$ cat src/rtl/freq_meter_pkg.sv
// Shared constants and types for the equal-precision frequency meter.
// Optional build macro: FREQ_CALC_ROUND_EN (round-to-nearest result in freq_calc).
package freq_meter_pkg;

  localparam int unsigned CLK_HZ  = 50_000_000;
  localparam int          CW      = 32;
  localparam logic [31:0] SAT_VAL = 32'hFFFF_FFFF;

  typedef logic [63:0] num_t;

  typedef enum logic [1:0] {
    IDLE = 2'd0,
    MUL  = 2'd1,
    DIV  = 2'd2,
    DONE = 2'd3
  } calc_state_t;

  // Signal count scaled by the reference clock; 32 + 26 bits always fits in 64.
  function automatic num_t scale_count(input logic [CW-1:0] n);
    return num_t'(n) * num_t'(CLK_HZ);
  endfunction

endpackage

$ cat src/rtl/seq_divider_64_32.sv
// 64/32 restoring divider, one quotient bit per cycle, MSB first (64 iterations).
// The dividend register shifts left and collects quotient bits, so it holds q when done.
module seq_divider_64_32
  import freq_meter_pkg::*;
(
  input  logic        i_clk,
  input  logic        rst,
  input  logic        i_clr,
  input  logic        i_start,
  input  logic [63:0] i_dividend,
  input  logic [31:0] i_divisor,
  output logic        o_busy,
  output logic        o_done,
  output logic [63:0] o_quotient
);

  logic [63:0] r_dvd;
  logic [31:0] r_div;
  logic [32:0] r_rem;
  logic [5:0]  r_cnt;
  logic        r_busy;

  logic [32:0] w_rem_sh;
  logic        w_ge;
  logic [32:0] w_rem_nx;

  // Trial subtraction for the current quotient bit
  always_comb begin
    w_rem_sh = {r_rem[31:0], r_dvd[63]};
    w_ge     = (w_rem_sh >= {1'b0, r_div});
    if (w_ge) begin
      w_rem_nx = w_rem_sh - {1'b0, r_div};
    end else begin
      w_rem_nx = w_rem_sh;
    end
  end

  // Iteration state: load on start, shift one bit per cycle while busy
  always_ff @(posedge i_clk or negedge rst) begin
    if (!rst) begin
      r_dvd  <= 64'd0;
      r_div  <= 32'd0;
      r_rem  <= 33'd0;
      r_cnt  <= 6'd0;
      r_busy <= 1'b0;
    end else if (i_clr) begin
      r_dvd  <= 64'd0;
      r_div  <= 32'd0;
      r_rem  <= 33'd0;
      r_cnt  <= 6'd0;
      r_busy <= 1'b0;
    end else if (i_start) begin
      r_dvd  <= i_dividend;
      r_div  <= i_divisor;
      r_rem  <= 33'd0;
      r_cnt  <= 6'd63;
      r_busy <= 1'b1;
    end else if (r_busy) begin
      r_dvd  <= {r_dvd[62:0], w_ge};
      r_rem  <= w_rem_nx;
      r_cnt  <= r_cnt - 6'd1;
      r_busy <= (r_cnt != 6'd0);
    end else begin
      r_dvd  <= r_dvd;
      r_div  <= r_div;
      r_rem  <= r_rem;
      r_cnt  <= r_cnt;
      r_busy <= r_busy;
    end
  end

  // done marks the cycle whose closing edge writes the final quotient bit
  assign o_busy     = r_busy;
  assign o_done     = r_busy & (r_cnt == 6'd0);
  assign o_quotient = r_dvd;

endmodule

$ cat src/rtl/freq_calc.sv
// Frequency calculator: on gate fall captures M/N and computes f = N*CLK_HZ/M.
// Build macro FREQ_CALC_ROUND_EN adds M/2 to the numerator for round-to-nearest.
module freq_calc
  import freq_meter_pkg::*;
(
  input  logic          clk_50M,
  input  logic          rst,
  input  logic          i_clr,
  input  logic          i_gate_in,
  input  logic [CW-1:0] i_m_in,
  input  logic [CW-1:0] i_n_in,
  output logic [CW-1:0] o_freq_out,
  output logic          o_freq_valid,
  output logic          o_busy,
  output logic          o_err_div0,
  output logic          o_err_ovf
);

  calc_state_t r_state;
  calc_state_t w_state_nx;

  logic          r_gate_d;
  logic          w_fall;
  logic [CW-1:0] r_m;
  logic [CW-1:0] r_n;
  logic          r_div0;
  num_t          w_num;
  logic          w_start;
  logic          w_div_busy;
  logic          w_div_done;
  logic [63:0]   w_quot;

  assign w_fall = r_gate_d & ~i_gate_in;

  // Gate delay for falling-edge detection
  always_ff @(posedge clk_50M or negedge rst) begin
    if (!rst) begin
      r_gate_d <= 1'b0;
    end else begin
      r_gate_d <= i_gate_in;
    end
  end

  // Product stage feeds the divider directly during MUL
  always_comb begin
    w_num = scale_count(r_n);
`ifdef FREQ_CALC_ROUND_EN
    w_num = w_num + num_t'(r_m >> 1);
`else
    w_num = w_num + 64'd0;
`endif
  end

  // Next-state logic; clear overrides everything
  always_comb begin
    w_state_nx = r_state;
    w_start    = 1'b0;
    if (i_clr) begin
      w_state_nx = IDLE;
    end else begin
      case (r_state)
        IDLE: begin
          if (w_fall) begin
            w_state_nx = MUL;
          end else begin
            w_state_nx = IDLE;
          end
        end
        MUL: begin
          if (r_m == {CW{1'b0}}) begin
            w_state_nx = DONE;
          end else begin
            w_state_nx = DIV;
            w_start    = 1'b1;
          end
        end
        DIV: begin
          if (w_div_done) begin
            w_state_nx = DONE;
          end else begin
            w_state_nx = DIV;
          end
        end
        DONE:    w_state_nx = IDLE;
        default: w_state_nx = IDLE;
      endcase
    end
  end

  // State register
  always_ff @(posedge clk_50M or negedge rst) begin
    if (!rst) begin
      r_state <= IDLE;
    end else begin
      r_state <= w_state_nx;
    end
  end

  // Operand capture and divide-by-zero note
  always_ff @(posedge clk_50M or negedge rst) begin
    if (!rst) begin
      r_m    <= {CW{1'b0}};
      r_n    <= {CW{1'b0}};
      r_div0 <= 1'b0;
    end else if (i_clr) begin
      r_m    <= {CW{1'b0}};
      r_n    <= {CW{1'b0}};
      r_div0 <= 1'b0;
    end else if ((r_state == IDLE) && w_fall) begin
      r_m    <= i_m_in;
      r_n    <= i_n_in;
      r_div0 <= 1'b0;
    end else if (r_state == MUL) begin
      r_div0 <= (r_m == {CW{1'b0}});
    end else begin
      r_m    <= r_m;
      r_n    <= r_n;
      r_div0 <= r_div0;
    end
  end

  // Registered result, strobe, busy and per-result error flags
  always_ff @(posedge clk_50M or negedge rst) begin
    if (!rst) begin
      o_freq_out   <= {CW{1'b0}};
      o_freq_valid <= 1'b0;
      o_busy       <= 1'b0;
      o_err_div0   <= 1'b0;
      o_err_ovf    <= 1'b0;
    end else if (i_clr) begin
      o_freq_out   <= {CW{1'b0}};
      o_freq_valid <= 1'b0;
      o_busy       <= 1'b0;
      o_err_div0   <= 1'b0;
      o_err_ovf    <= 1'b0;
    end else begin
      case (r_state)
        IDLE: begin
          o_freq_valid <= 1'b0;
          if (w_fall) begin
            o_busy <= 1'b1;
          end else begin
            o_busy <= o_busy;
          end
        end
        DONE: begin
          o_freq_valid <= 1'b1;
          o_busy       <= 1'b0;
          if (r_div0) begin
            o_freq_out <= SAT_VAL;
            o_err_div0 <= 1'b1;
            o_err_ovf  <= 1'b0;
          end else if (w_quot[63:32] != 32'd0) begin
            o_freq_out <= SAT_VAL;
            o_err_div0 <= 1'b0;
            o_err_ovf  <= 1'b1;
          end else begin
            o_freq_out <= w_quot[31:0];
            o_err_div0 <= 1'b0;
            o_err_ovf  <= 1'b0;
          end
        end
        default: begin
          o_freq_valid <= 1'b0;
        end
      endcase
    end
  end

  seq_divider_64_32 u_div (
    .i_clk      (clk_50M),
    .rst        (rst),
    .i_clr      (i_clr),
    .i_start    (w_start),
    .i_dividend (w_num),
    .i_divisor  (r_m),
    .o_busy     (w_div_busy),
    .o_done     (w_div_done),
    .o_quotient (w_quot)
  );

endmodule

$ cat config.mk
export PLATFORM = sky130hd
export DESIGN_NAME = freq_calc
export DESIGN_NICKNAME = d
export VERILOG_FILES = /design/src/rtl/freq_meter_pkg.sv /design/src/rtl/seq_divider_64_32.sv /design/src/rtl/freq_calc.sv
export SDC_FILE = /design/constraint.sdc
export NUM_CORES = 1
export LEC_CHECK = 0
export CORE_MARGIN = 10
export CORE_UTILIZATION = 55
export DETAILED_ROUTE_END_ITERATION = 16
export PLACE_DENSITY = 0.73
export SYNTH_ARGS = -nofsm -noshare
export SYNTH_HDL_FRONTEND = slang
export SYNTH_HIERARCHICAL = 1
export SYNTH_SLANG_ARGS = --single-unit
$ cat constraint.sdc
create_clock -name clk_50M -period 7.65 [get_ports clk_50M]
set_clock_uncertainty 0.15 [all_clocks]
set_input_delay 1.53 -clock clk_50M [delete_from_list [all_inputs] [get_ports clk_50M]]
set_output_delay 1.53 -clock clk_50M [all_outputs]
set_load 0.01 [all_outputs]
# Word level (Yosys, flattened, before mapping)
# Cells that the tools add are included.
[totals] register_bits=239 in_bits=68 out_inout_bits=36 word_cells=85
[classes] n_addsub=2 mul=1 magnitude_cmp=1 eq_ne=4 mux=46 n_bitwise=3 reduce_logical=13
[ops] cell="32-bit two-way mux" count=14
[ops] cell="64-bit two-way mux" count=3
[ops] cell="32-bit by 19-bit multiplier with 51-bit output, second input constant" count=1
[ops] cell="33-bit by 32-bit greater-or-equal comparator with 1-bit output" count=1
[ops] cell="32-bit zero test" count=1
[ops] cell="32-bit nonzero test" count=1
[ops] cell="32-bit subtractor" count=1
[ops] cell="1-bit two-way mux" count=23
[ops] cell="6-bit two-way mux" count=3
[ops] cell="3-bit nonzero test" count=3
[ops] cell="2-bit one-hot mux with 4 select lines" count=1
[ops] cell="6-bit zero test" count=1
[ops] cell="2-bit nonzero test" count=3
[ops] cell="6-bit nonzero test" count=1
[ops] cell="6-bit by 1-bit subtractor with 6-bit output, second input constant" count=1
[ops] cell="2-bit == test, second input constant" count=2
[ops] cell="3-bit != test, second input constant" count=1
[ops] cell="1-bit AND" count=2
[ops] cell="2-bit by 1-bit == test with 1-bit output, second input constant" count=1
[ops] cell="2-bit zero test" count=1
[ops] cell="2-bit two-way mux" count=1
[ops] cell="1-bit one-hot mux with 2 select lines" count=1
[ops] cell="2-bit AND reduction" count=1
[ops] cell="1-bit logical AND" count=1
[ops] cell="1-bit inverter" count=1

# Longest topological paths before layout
# Gate-level depths: netlist of the first run.
[depth] word_depth=6 depth_mapped=23 depth_no_buf=22

# By module
# Netlist of the first run, hierarchy kept.
[modules_own_cells] module="freq_calc" instances=1 cells_each=1579 area_each_um2=16020.4 seq_area_each_um2=2602.5
[modules_own_cells] module="seq_divider_64_32" instances=1 cells_each=923 area_each_um2=8219.1 seq_area_each_um2=3378.2

# Worst setup path before layout of the first run
# No wires, ideal clock.
[synth_path] path_kind="flip-flop to flip-flop" from="register r_n[5]" to="register u_div.r_dvd[56], in the netlist u_div/o_quotient[56]" setup_ps=132 t_arrival_ps=5634 required_ps=7368 path_slack_ps=1734 stages_incl_launch_ff=22 path_buffers=1 period_less_slack_ps=5916 path_cell_list="dfrtp_1 > inv_1 > fa_1 > fa_1 > inv_1 > fa_1 > fa_1 > fa_1 > inv_1 > fa_1 > inv_1 > ha_1 > buf_2 > a21oi_1 > o21ai_0 > nor4b_1 > a211oi_2 > a221oi_2 > a221oi_2 > xor2_1 > a21oi_1 > nor2_1"
[synth_between] elab_chain_len=3
[synth_lines] element="start: declaration" line_no="freq_calc.sv:25" text="logic [CW-1:0] r_n;"
[synth_lines] element="start signal: assignment" line_no="freq_calc.sv:103" text="r_n <= {CW{1'b0}};"
[synth_lines] element="start signal: assignment" line_no="freq_calc.sv:107" text="r_n <= {CW{1'b0}};"
[synth_lines] element="start signal: assignment" line_no="freq_calc.sv:111" text="r_n <= i_n_in;"
[synth_lines] element="32-bit by 19-bit multiplier with 51-bit output" line_no="freq_meter_pkg.sv:20" text="return num_t'(n) * num_t'(CLK_HZ);"
[synth_lines] element="named net w_num[56]" line_no="freq_calc.sv:27" text="num_t w_num;"
[synth_lines] element="64-bit two-way mux" line_no="seq_divider_64_32.sv:52" text="end else if (i_start) begin"
[synth_lines] element="64-bit two-way mux" line_no="seq_divider_64_32.sv:46" text="end else if (i_clr) begin"
[synth_lines] element="end signal: assignment" line_no="seq_divider_64_32.sv:53" text="r_dvd <= i_dividend;"
[synth_lines] element="end signal: assignment" line_no="seq_divider_64_32.sv:59" text="r_dvd <= {r_dvd[62:0], w_ge};"
[synth_lines] element="end signal: assignment" line_no="seq_divider_64_32.sv:64" text="r_dvd <= r_dvd;"
[synth_lines] element="end: declaration" line_no="seq_divider_64_32.sv:17" text="logic [63:0] r_dvd;"
# The timed path passes the listed nets, and every way through them passes these cells.
# A chain may end at the register's enable or synchronous reset.

# Worst setup path after layout of the first run
[layout_path] from="register r_n[4]" to="register u_div.r_dvd[51], in the netlist u_div/o_quotient[51]"
# Same word-level chain as after synthesis.

==> results.py, run 1 <==
metrics = {
    "cts": {
        "cts_tree": "yes",
        "clk_latency_ps": 580,
        "cts_resized": 0,
        "path_clk_slew_ps": 60,
        "cts_max_level": 1,
        "clock-root-buffer": "clkbuf_16",
        "post-cts-setup-buffer-count": 0,
        "cts_hold_buf": 0,
        "cts.sinks": 239,
        "cts_inserted_buffers": 28,
        "clock_path_buffers": 3,
    },
    "final_layout": {
        "multiInputGateArea_sq_um": 16300,
        "fin_cells": 3168,
        "synthToLayoutAreaGrowth_pct": 10.1,
        "fill_cells": 3678,
        "final_common_cell": "inv_1",
        "layout-drive-gt1-share_pct": 3.64,
        "mostFrequentLayoutCells": "inv_1 (413), nor2_1 (295), fa_1 (268)",
        "layout.nets": 3164,
        "regArea_sq_um": 5980,
        "antenna_cells": 0,
    },
    "yosys": {
        "ys_async_sr_fraction_pct": 100,
        "ys_warn_count": 6,
        "syn_avg_cell_area_sq_um": 9.69,
        "seq_area_frac_synth_pct": 24.7,
        "ys_seq_elements": 239,
        "ys_types": 89,
        "synthCells": 2502,
        "syn_area_sq_um": 24200,
        "synth_ff_type": "dfrtp_1",
        "synth_edf_count": 0,
    },
    "floorplan": {
        "rows": 76,
        "start_util_pct": 55.9,
        "die-area_sq_um": 52900,
        "num_io_pins": 104,
        "fp.coreArea_sq_um": 43400,
        "die_x_um": 230,
        "dieHeight_um": 230,
    },
    "setup_path": {
        "critical_path_required_ps": 7940,
        "crit_path_start_kind": "flop",
        "crit_type": "reg -> reg",
        "crit_arrival_ps": 6960,
        "crit_path_end_kind": "flop",
        "path_max_fanout": 10,
    },
    "detailed_routing": {
        "vias": 17900,
        "wl_um": 59200,
        "avgViaCountPerCell": 5.65,
        "firstDrtPassIters": 5,
        "wl_per_cell_um": 18.7,
        "drc": 0,
        "detail-route-antenna-nets": 0,
        "drt_iter0_drc": 1340,
    },
    "sta": {
        "relSlewSlack_pct": 26.4,
        "finalSetupViolCount": 0,
        "rsz0062_at_grt": "no",
        "tightest_slew_ps": 1100,
        "hold_violations": 0,
        "period_needed_ps": 6680,
        "fin_tns_setup_ps": 0,
        "finalWorstSetupSlack_ps": 972,
        "min_period_over_period_pct": 87.3,
        "fmax_mhz": 150,
        "drv_slew": 0,
    },
    "global_route": {
        "grt_max_degree": 142,
        "antenna_found_initial": 0,
        "grt.total_usage_pct": 22.9,
        "first_global_vias": 18900,
        "grt_pass1_wl_um": 99900,
        "overflow": 0,
    },
    "place": {
        "dp_cells": 3118,
        "dp_slack_ps": 1080,
        "numPortBuffers": 103,
        "gp_congestion": 0.966,
        "hpwl_um": 46300,
    },
    "pwr": {
        "p_int_uw": 3300,
        "peakVddDrop_mv": 0.172,
        "p_switching_uw": 2460,
        "leakagePower_uw": 0.0140,
        "p_seq_share_pct": 23.8,
        "p_sw_share_pct": 42.7,
        "p_clk_share_pct": 24.1,
        "powerDensity_nw_per_um2": 216,
        "power_frac_comb_pct": 52.1,
    },
    "worst_hold_path": {
        "hold_path_class": "reg -> reg",
    },
    "outcome": {
        "status": "finished, final reports clean",
    },
    "job": {
        "drv_cap": 0,
    },
}
## final timing paths
check,from,end,slack [ps],cells past startpoint
min in group asynchronous,rst,r_n[5],840,1
max reg2reg,r_n[4],u_div/o_quotient[51],970,20
min reg2reg,u_div/r_rem[18],u_div/r_rem[18],360,2
max in group asynchronous,rst,u_div/r_rem[18],5200,2
min,u_div/r_rem[18],u_div/r_rem[18],360,2
max,r_n[4],u_div/o_quotient[51],970,20
## sequential cells by signal (all words and copies together) (netlist names)
register	count
r_gate_d	1
u_div/r_cnt	6
u_div/r_div	32
r_state	2
u_div/o_busy	1
u_div/r_rem	32
o_freq_out	32
r_m	32
u_div/o_quotient	64
o_freq_valid	1
o_busy	1
o_err_div0	1
r_div0	1
r_n	32
o_err_ovf	1
## kinds of logic after synthesis
group	share of synthesized area, %
AO/OA/AOI/OAI	12.8
XOR/XNOR	3.40
adder cells (fa/ha/maj)	35.8
buffers and inverters	8.27
flip-flops	24.7
multiplexers	4.87
other	0.0155
AND/OR/NAND/NOR	10.2
## synth_stat cells (all sizes together), types with 23 or more instances
master | instances | area share, %
a21o | 63 | 2.0
a22o | 65 | 2.3
nand4 | 23 | 0.59
fa | 268 | 22
ha | 265 | 14
inv | 413 | 6.4
dfrtp | 239 | 25
nor3 | 51 | 1.1
xnor2 | 36 | 1.3
a21oi | 148 | 3.1
buf | 31 | 0.69
o21ai | 64 | 1.3
mux2i | 118 | 4.9
clkbuf | 65 | 1.1
xor2 | 58 | 2.1
nand2 | 88 | 1.4
nor2 | 296 | 4.6
## power by group through the flow
| stage | clock network (uW) | registers, uW | logic [uW] |
|---|---|---|---|
| global placement | 0 | 1390 | 2960 |
| detailed placement | 0 | 1390 | 3000 |
| finish | 1390 | 1370 | 3000 |
| floorplan | 0 | 1370 | 2300 |
| CTS | 1420 | 1370 | 3020 |
| global route | 1470 | 1380 | 3420 |
## per-stage QoR
| stage | instance area, sq um | total power [uW] | hold slack, ps | util (%) |
|---|---|---|---|---|
| floorplan | 24300 | 3670 | 322 | - |
| global placement | 25700 | 4350 | 345 | 59.4 |
| detailed placement | 25700 | 4390 | 353 | 59.4 |
| CTS | 26700 | 5810 | 366 | 61.6 |
| global route | 26700 | 6270 | 397 | 61.6 |
| finish | 26700 | 5760 | 359 | 61.6 |
## layout make-up
type,instances,share of cell area [%]
Multi-Input combinational cell,1765,61.2
Inverter,413,5.81
Clock inverter,9,0.572
Tap cell,585,2.74
Clock buffer,41,3.00
Timing Repair Buffer,116,4.28
Sequential cell,239,22.4
## per-layer routing
metal	vias up	share of wire (%)	global-route usage [%]	routed length, um
met1	8945	44	31.0	26300
met5	-	0	0	0
met4	0	2.7	6.39	1580
li1	8428	-	-	-
met2	440	48	38.3	28500
met3	94	4.8	2.68	2840
## critical path: stages (launching register included)
cell and delay (ps):
dfrtp_1 630, inv_1 180, fa_1 520, fa_1 500, inv_1 60, fa_1 500, fa_1 520, fa_1 550
inv_1 60, fa_1 520, inv_1 40, ha_1 380, and2_1 230, nor2_1 60, a31oi_1 350, o211ai_1 300
a2111oi_2 470, or2_1 210, a211oi_1 100, a21oi_1 150, nor2_1 60
Note: power is estimated with default switching activity, not from simulation.
==> run 2: changes to the inputs <==
--- a/config.mk
+++ b/config.mk
@@ -5,10 +5,12 @@
 export SDC_FILE = /design/constraint.sdc
 export NUM_CORES = 1
 export LEC_CHECK = 0
+export ABC_AREA = 0
 export CORE_MARGIN = 10
 export CORE_UTILIZATION = 55
 export DETAILED_ROUTE_END_ITERATION = 16
 export PLACE_DENSITY = 0.73
+export RECOVER_POWER = 25
 export SYNTH_ARGS = -nofsm -noshare
 export SYNTH_HDL_FRONTEND = slang
 export SYNTH_HIERARCHICAL = 1
==> run 2 against run 1 <==
Effect of this change:
- the flow now finishes with violations (max-capacitance violations, max-slew violations)
- register-to-register slack about the same
- count of clock-buffer cells in the layout unchanged
- clock power about the same
- worst setup slack worse by 1.7 ps
- largest cell class unchanged
- cell area about the same
- die area unchanged
- combinational power about the same
- critical path depth unchanged
- wire length up 0.19%
==> results.py, run 2 (synthesized netlist as in run 1, its figures left out) <==
metrics = {
    "outcome": {
        "status": "finished with violations",
        "violations": "max-capacitance violations, max-slew violations",
    },
    "floorplan": {
        "die-area_sq_um": 52900,
        "start_util_pct": 55.9,
        "rows": 76,
        "dieHeight_um": 230,
        "fp.coreArea_sq_um": 43400,
        "die_x_um": 230,
        "num_io_pins": 104,
    },
    "global_route": {
        "first_global_vias": 18900,
        "grt.total_usage_pct": 22.9,
        "grt_pass1_wl_um": 99900,
        "antenna_found_initial": 0,
        "overflow": 0,
        "grt_max_degree": 142,
    },
    "setup_path": {
        "critical_path_required_ps": 7940,
        "crit_arrival_ps": 6970,
        "crit_path_start_kind": "flop",
        "path_max_fanout": 10,
        "crit_type": "reg -> reg",
        "r2r_slack_ps": 970,
        "crit_path_end_kind": "flop",
    },
    "cts": {
        "cts.sinks": 239,
        "cts_tree": "yes",
        "cts_inserted_buffers": 28,
        "cts_resized": 0,
        "clock_path_buffers": 3,
        "clock-root-buffer": "clkbuf_16",
        "cts_hold_buf": 0,
        "post-cts-setup-buffer-count": 0,
        "clk_latency_ps": 580,
        "path_clk_slew_ps": 60,
        "cts_max_level": 1,
    },
    "final_layout": {
        "largest_reg_flops": 64,
        "fin_cells": 3168,
        "antenna_cells": 0,
        "mostFrequentLayoutCells": "inv_1 (413), nor2_1 (295), fa_1 (268)",
        "layout-drive-gt1-share_pct": 3.56,
        "final_common_cell": "inv_1",
        "synthToLayoutAreaGrowth_pct": 10.0,
        "layout.nets": 3164,
    },
    "sta": {
        "drv_slew": 181,
        "rsz0062_at_grt": "no",
        "hold_violations": 0,
        "finalSetupViolCount": 0,
        "min_period_over_period_pct": 87.3,
        "period_needed_ps": 6680,
        "relSlewSlack_pct": -143,
        "fmax_mhz": 150,
        "fin_tns_setup_ps": 0,
        "tightest_slew_ps": 3640,
    },
    "detailed_routing": {
        "firstDrtPassIters": 7,
        "drt_iter0_drc": 1332,
        "wl_per_cell_um": 18.7,
        "drc": 0,
        "wl_um": 59300,
        "detail-route-antenna-nets": 0,
        "vias": 17900,
        "avgViaCountPerCell": 5.67,
    },
    "pwr": {
        "p_seq_share_pct": 23.8,
        "power_frac_comb_pct": 52.1,
        "peakVddDrop_mv": 0.172,
        "powerDensity_nw_per_um2": 216,
        "leakagePower_uw": 0.0140,
        "p_int_uw": 3300,
        "p_clk_share_pct": 24.1,
        "p_sw_share_pct": 42.7,
        "p_switching_uw": 2460,
    },
    "place": {
        "dp_cells": 3118,
        "hpwl_um": 46300,
        "gp_congestion": 0.966,
        "numPortBuffers": 103,
    },
    "job": {
        "drv_cap": 2,
    },
    "worst_hold_path": {
        "hold_path_class": "reg -> reg",
    },
}
## run 2: cell count changes in the layout (fill, tap and decap cells not counted), sizes merged
cell / previous run / this run
buf: 15 / 12
clkbuf: 41 / 44
clkdlybuf4s50: 101 / 100
dlygate4sd3: 0 / 1
## run 2: through the flow
| step | total power [uW] | hold slack, ps | instance area, sq um | setup slack [ps] | utilization, % |
|---|---|---|---|---|---|
| global route | 6270 | 397 | 26700 | 714 | 61.5 |
| global placement | 4350 | 345 | 25700 | 1170 | 59.4 |
| CTS | 5810 | 366 | 26700 | 1040 | 61.6 |
| detailed placement | 4390 | 353 | 25700 | 1080 | 59.4 |
| finish | 5760 | 359 | 26700 | 970 | 61.5 |
| floorplan | 3670 | 322 | 24300 | 1730 | - |
## run 2: final timing paths
kind / from / endpoint / depth (start not counted)
min: u_div/r_rem[18] / u_div/r_rem[18] / 2
max reg2reg: r_n[4] / u_div/o_quotient[51] / 20
max in group asynchronous: rst / u_div/r_rem[18] / 2
min reg2reg: u_div/r_rem[18] / u_div/r_rem[18] / 2
max: r_n[4] / u_div/o_quotient[51] / 20
min in group asynchronous: rst / r_n[5] / 1
## run 2: power groups by stage
stage               clock network (uW)  registers, uW  logic [uW]
finish                            1390           1370        3000
global route                      1470           1380        3420
CTS                               1420           1370        3020
detailed placement                   0           1390        3000
global placement                     0           1390        2960
floorplan                            0           1370        2300
## run 2: worst max-delay path, stage by stage, from the launching register on
cell	delay [ps]
dfrtp_1	630
inv_1	180
fa_1	520
fa_1	500
inv_1	60
fa_1	500
fa_1	520
fa_1	550
inv_1	60
fa_1	520
inv_1	40
ha_1	380
and2_1	230
nor2_1	60
a31oi_1	350
o211ai_1	300
a2111oi_2	470
or2_1	220
a211oi_1	100
a21oi_1	150
nor2_1	50
## run 2: layer usage
layer | global-route usage [%] | part of all wire, % | routed length (um) | up-vias
li1 | - | - | - | 8426
met2 | 38.3 | 48 | 28500 | 448
met1 | 31.0 | 44 | 26300 | 8979
met5 | 0 | 0 | 0 | -
met3 | 2.68 | 4.9 | 2900 | 96
met4 | 6.39 | 2.7 | 1590 | 0
## run 2: layout make-up
type | count | area [sq um]
clock buffers | 41 | 800
fillers | 3684 | 16700
multi-input cells | 1765 | 16300
clock inverters | 9 | 153
repair buffers | 116 | 1120
well taps | 585 | 732
inverters | 413 | 1550
flip-flops and latches | 239 | 5980
